$ cat src/rtl/rf_sb_if.sv
// Bundle of the decode/writeback signals that connect the pipeline to the
// register file and scoreboard.
interface rf_sb_if #(
  parameter int A_WIDTH = 5,
  parameter int D_WIDTH = 32,
  parameter int N_RD    = 2
) ();
  logic                      we;
  logic [A_WIDTH-1:0]        wa;
  logic [D_WIDTH-1:0]        wd;
  logic [N_RD*A_WIDTH-1:0]   ra;
  logic [N_RD*D_WIDTH-1:0]   rd;
  logic [N_RD-1:0]           rd_busy;
  logic                      issue_en;
  logic [A_WIDTH-1:0]        issue_ad;
  logic                      issue_stall;
  logic [A_WIDTH:0]          pend_cnt;
  logic [D_WIDTH-1:0]        a0;

  modport master (
    output we, wa, wd, ra, issue_en, issue_ad,
    input  rd, rd_busy, issue_stall, pend_cnt, a0
  );

  modport slave (
    input  we, wa, wd, ra, issue_en, issue_ad,
    output rd, rd_busy, issue_stall, pend_cnt, a0
  );
endinterface

$ cat src/rtl/rf_sb.sv
// Register file with write-first bypass, hardwired x0, and a pending-destination
// scoreboard that decode uses for RAW/WAW hazard stalls.
module rf_sb #(
  parameter int A_WIDTH = 5,
  parameter int D_WIDTH = 32,
  parameter int N_RD    = 2,
  parameter int A0_IDX  = 10
) (
  input  logic   clk,
  input  logic   rst,
  rf_sb_if.slave bus
);
  localparam int NREG = 2 ** A_WIDTH;
  localparam int CW   = A_WIDTH + 1;

  logic [D_WIDTH-1:0] regs_q [NREG];
  logic [D_WIDTH-1:0] regs_d [NREG];
  logic [NREG-1:0]    pend_q, pend_d;
  logic [CW-1:0]      cnt_q, cnt_d;

  logic wr_hit;
  logic stall;
  logic iss_ok;
  logic inc;
  logic dec;

  assign wr_hit = bus.we && (bus.wa != '0);
  assign stall  = bus.issue_en && (bus.issue_ad != '0) && pend_q[bus.issue_ad] &&
                  !(bus.we && (bus.wa == bus.issue_ad));
  assign iss_ok = bus.issue_en && (bus.issue_ad != '0) && !stall;

  // Count tracks population of pending; a set-over-clear on one register is a no-op.
  assign inc = iss_ok && !pend_q[bus.issue_ad];
  assign dec = wr_hit && pend_q[bus.wa] && !(iss_ok && (bus.issue_ad == bus.wa));

  always_comb begin
    regs_d = regs_q;
    pend_d = pend_q;
    cnt_d  = cnt_q;
    if (wr_hit) begin
      regs_d[bus.wa] = bus.wd;
      pend_d[bus.wa] = 1'b0;
    end
    if (iss_ok) begin
      pend_d[bus.issue_ad] = 1'b1;
    end
    pend_d[0] = 1'b0;
    if (inc && !dec) begin
      cnt_d = cnt_q + CW'(1);
    end else if (dec && !inc) begin
      cnt_d = cnt_q - CW'(1);
    end
  end

  always_ff @(posedge clk) begin
    if (rst) begin
      for (int i = 0; i < NREG; i++) begin
        regs_q[i] <= '0;
      end
      pend_q <= '0;
      cnt_q  <= '0;
    end else begin
      regs_q <= regs_d;
      pend_q <= pend_d;
      cnt_q  <= cnt_d;
    end
  end

  // Same-cycle writeback both forwards its data and satisfies a pending operand.
  for (genvar i = 0; i < N_RD; i++) begin : g_rd
    logic [A_WIDTH-1:0] ra_i;
    logic               hit_i;
    assign ra_i  = bus.ra[i*A_WIDTH +: A_WIDTH];
    assign hit_i = bus.we && (bus.wa == ra_i);
    assign bus.rd[i*D_WIDTH +: D_WIDTH] = (ra_i == '0) ? '0 :
                                          hit_i        ? bus.wd : regs_q[ra_i];
    assign bus.rd_busy[i] = pend_q[ra_i] && !hit_i && (ra_i != '0);
  end

  assign bus.issue_stall = stall;
  assign bus.pend_cnt    = cnt_q;
  assign bus.a0          = regs_q[A_WIDTH'(A0_IDX)];
endmodule
$ cat src/flat_wrapper.sv
// flat-port wrapper written by rule: the top's interface ports become plain ports
module rf_sb_flat 
#(
  parameter int A_WIDTH = 5,
  parameter int D_WIDTH = 32,
  parameter int N_RD    = 2,
  parameter int A0_IDX  = 10
)
  (clk, rst, bus_we, bus_wa, bus_wd, bus_ra, bus_issue_en, bus_issue_ad, bus_rd, bus_rd_busy, bus_issue_stall, bus_pend_cnt, bus_a0);
  rf_sb_if #(.A_WIDTH(A_WIDTH), .D_WIDTH(D_WIDTH), .N_RD(N_RD)) bus_i ();
  input  logic clk;
  input  logic rst;
  input wire logic [$bits(bus_i.we)-1:0] bus_we;
  input wire logic [$bits(bus_i.wa)-1:0] bus_wa;
  input wire logic [$bits(bus_i.wd)-1:0] bus_wd;
  input wire logic [$bits(bus_i.ra)-1:0] bus_ra;
  input wire logic [$bits(bus_i.issue_en)-1:0] bus_issue_en;
  input wire logic [$bits(bus_i.issue_ad)-1:0] bus_issue_ad;
  output wire logic [$bits(bus_i.rd)-1:0] bus_rd;
  output wire logic [$bits(bus_i.rd_busy)-1:0] bus_rd_busy;
  output wire logic [$bits(bus_i.issue_stall)-1:0] bus_issue_stall;
  output wire logic [$bits(bus_i.pend_cnt)-1:0] bus_pend_cnt;
  output wire logic [$bits(bus_i.a0)-1:0] bus_a0;
  assign bus_i.we = bus_we;
  assign bus_i.wa = bus_wa;
  assign bus_i.wd = bus_wd;
  assign bus_i.ra = bus_ra;
  assign bus_i.issue_en = bus_issue_en;
  assign bus_i.issue_ad = bus_issue_ad;
  assign bus_rd = bus_i.rd;
  assign bus_rd_busy = bus_i.rd_busy;
  assign bus_issue_stall = bus_i.issue_stall;
  assign bus_pend_cnt = bus_i.pend_cnt;
  assign bus_a0 = bus_i.a0;
  rf_sb #(.A_WIDTH(A_WIDTH), .D_WIDTH(D_WIDTH), .N_RD(N_RD), .A0_IDX(A0_IDX)) u_core (.clk(clk), .rst(rst), .bus(bus_i));
endmodule
$ cat config.mk
export PLATFORM = sky130hd
export DESIGN_NAME = rf_sb_flat
export DESIGN_NICKNAME = d
export VERILOG_FILES = /design/src/rtl/rf_sb_if.sv /design/src/rtl/rf_sb.sv /design/src/flat_wrapper.sv
export SDC_FILE = /design/constraint.sdc
export NUM_CORES = 2
export LEC_CHECK = 0
export CORE_ASPECT_RATIO = 1.5
export CORE_MARGIN = 3
export CORE_UTILIZATION = 50
export CTS_BUF_LIST = sky130_fd_sc_hd__clkbuf_4 sky130_fd_sc_hd__clkbuf_8
export DETAILED_ROUTE_END_ITERATION = 7
export PLACE_DENSITY_LB_ADDON = 0.1
export SETUP_SLACK_MARGIN = 0.3
export SLEW_MARGIN = 20
export SYNTH_ARGS = -nofsm -noshare
export SYNTH_HDL_FRONTEND = slang
export SYNTH_SLANG_ARGS = --single-unit
export TNS_END_PERCENT = 50
$ cat constraint.sdc
create_clock -name clk -period 5.06 [get_ports clk]
set_input_delay 0.506 -clock clk [delete_from_list [all_inputs] [get_ports clk]]
set_output_delay 0.506 -clock clk [all_outputs]
set_load 0.02 [all_outputs]
==> flow_summary.ini <==
[status]
status = completed

[route]
ant_nets = 0
wl_per_cell_microns = 30.4
routed_wirelength_mm = 242
route.detailed.drc = 0
vias = 52600
first_pass_iters = 6
drt_iter0_drc = 7878
vias_per_cell = 6.63

[synth]
synthArstFlopShare = 0
synth_top_family_by_area = multiplexers
yosysMostFrequentCell = nand2_1
synth_xor_area_frac = 0.00316
synth_compound_area_frac = 0.159
synthSimpleGateAreaFrac = 0.174
synth_edf_count = 0
ys_seq_area_frac = 0.383
synth_top_area_frac = 0.383
synth_cell_types = 75
synth_adder_area_share = 0.00149
synth_top_flop_cell = dfxtp_1
ys_ff_latch = 1061
syn-cell-area_sq_um = 55500
synthTopCellsByCount = nand2_1, dfxtp_1, a21oi_1, clkbuf_1, mux4_2
syn_avg_cell_area_sq_um = 8.59
yosysWarningCount = 0
syn-num-nets = 6516
synth_top_area_cell = dfxtp_1
syn-instance-count = 6454
synth.area.top_cells = dfxtp_1, mux4_2, nand2_1
synth.mux.area_fraction = 0.219

[clock_tree]
htree_levels = 4
cts.clk_slew.worst_paths_ps = 70
cts_setup_buffers = 0
cts_tree = built
root_buffer = clkbuf_8
clock-sinks = 1061
cts-resized-gates = 0
cts_buffers = 170
max-clock-path-buffers = 3
clock_latency_ps = 900
hold_buffers = 0

[global_routing]
antenna_found_initial = 7
grtUsageTotal = 0.410
grt_max_degree = 212
overflow = 0
grt_first_pass_wirelength_mm = 345
grt_pass1_vias = 50200

[timing]
setup_viol = 0
hold_viol = 0
worstMarginPinSlew_ps = 1290
finalWorstSetupSlack_ps = 455
rsz0062_at_grt = no
max_freq_mhz = 217
fin_crit_sh = 0.910
finalSetupTns_ps = 0
maxSlewViolCount = 0
finalClockSkew_ps = 10.7
maxSlewHeadroom = 0.139
fin_crit_ps = 4610

[critical_path]
ff2ff_path_depth = 14
slowest_delay_ps = 930
critPathKind = in -> out
worstPathMaxFanout = 11
crit_required_ps = 4550
cp-start-kind = input port
path_cells = clkdlybuf4s50_1, buf_4, xnor2_1, and4_1, buf_4, or3_1, a21oi_1, a211o_1, clkdlybuf4s50_1
slowest_stage = clkdlybuf4s50_1
reg2reg_slack_ps = 1720
arrival_ps = 4100
worst_setup_path_end_kind = output port

[cells_and_area]
area_delta_synth_final_pct = 11.7
nNetsFinal = 6418
fillers = 10100
drive_above_1_share = 0.166
stdcell_count = 7932
final_core_util = 0.563
stdcell_area_sq_um = 62000

[power]
power_frac_clock = 0.437
p_leak_uw = 0.0206
peakVddDrop_v = 0.000211
combPwrFrac = 0.116
power_frac_seq = 0.447
powerDensity_nw_per_um2 = 306
p_int_uw = 13800
switching_share = 0.274
switchingPower_uw = 5200

[placement]
place_area_sq_um = 58200
dp_cells = 7618
port_buffers = 160
gp_congestion = 1.06
place_ws_ps = 520
dp_hpwl_mm = 154

[die]
coreArea_sq_um = 110000
fp.dieArea_sq_um = 115000
rows = 149
io_pins = 161
chipWidth_microns = 278
start_util = 0.504
fp.dieH_microns = 414

[run]
maxCapViolations = 0

[hold_path]
min_path_type = in -> reg
hold_depth = 2
[final timing paths]
path	start	end
hold / removal	rst	u_core.bus.a0[0]
hold reg to reg	u_core.regs_q[398]	u_core.regs_q[398]
setup / recovery	bus_wa[0]	bus_rd[18]
setup reg to reg	u_core.pend_q[3]	u_core.bus.pend_cnt[5]
[state kept, by name, summed over array words and instances (netlist names)]
signal	cells
u_core.pend_q	31
u_core.regs_q	992
u_core.bus.pend_cnt	6
u_core.bus.a0	32
[cell usage in the layout, fill, tap and decap left out, drive strengths merged, types with 24 or more instances in the layout]
master	n
nor2b	57
a22oi	62
buf	279
nor2	119
o211ai	24
a22o	32
mux4	419
clkdlybuf4s50	147
mux2i	259
o22ai	79
clkbuf	287
o21ai	128
dfxtp	1061
nand3	64
nand2	2080
a211oi	30
a21oi	1035
a221oi	86
[area by class of cell]
class                   instances  area (sq um)  area share
multi-input cells            4688         31200       0.504
flip-flops and latches       1061         21200       0.343
repair buffers                426          3880      0.0627
clock buffers                 287          3530      0.0570
well taps                    1434          1790      0.0290
clock inverters                22           253     0.00408
inverters                       9          33.8    0.000545
diodes                          5          12.5    0.000202
[power groups by stage]
stage / clock network (uW) / registers (uW) / logic, uW
floorplan: 0 / 8650 / 1250
global placement: 0 / 8660 / 2120
detailed placement: 0 / 8660 / 2120
CTS: 8340 / 8480 / 2120
global route: 8710 / 8480 / 2250
finish: 8280 / 8480 / 2200
[worst max-delay path, delay by kind of cell]
family | cells | cell delay [ps]
compound gates | 2 | 490
xor+xnor | 1 | 100
buf+inv | 4 | 2070
simple gates | 2 | 890
[cell families (layout without fill, tap and decap cells)]
group / Yosys count / count (layout)
buf+inv: 705 / 744
compound gates: 1546 / 1546
flops: 1061 / 1061
fa+ha+maj: 6 / 6
simple gates: 2426 / 2426
xor+xnor: 20 / 20
mux: 690 / 690
other cells: 0 / 5
[layer usage]
metal | GRT usage | up-vias | wire length (microns)
met5 | 0 | - | 23
met4 | 0.360 | 4 | 25400
met3 | 0.101 | 1106 | 25700
met2 | 0.632 | 3553 | 107000
met1 | 0.478 | 25400 | 83500
li1 | - | 22500 | -
[through the flow]
step                      total power, uW  hold slack [ps]
after global routing                19400             44.0
final                               19000             62.4
after floorplan                      9900              441
after detailed placement            10800              455
after CTS                           18900             8.88
after global placement              10800              449
(Power assumes the default switching activity.)
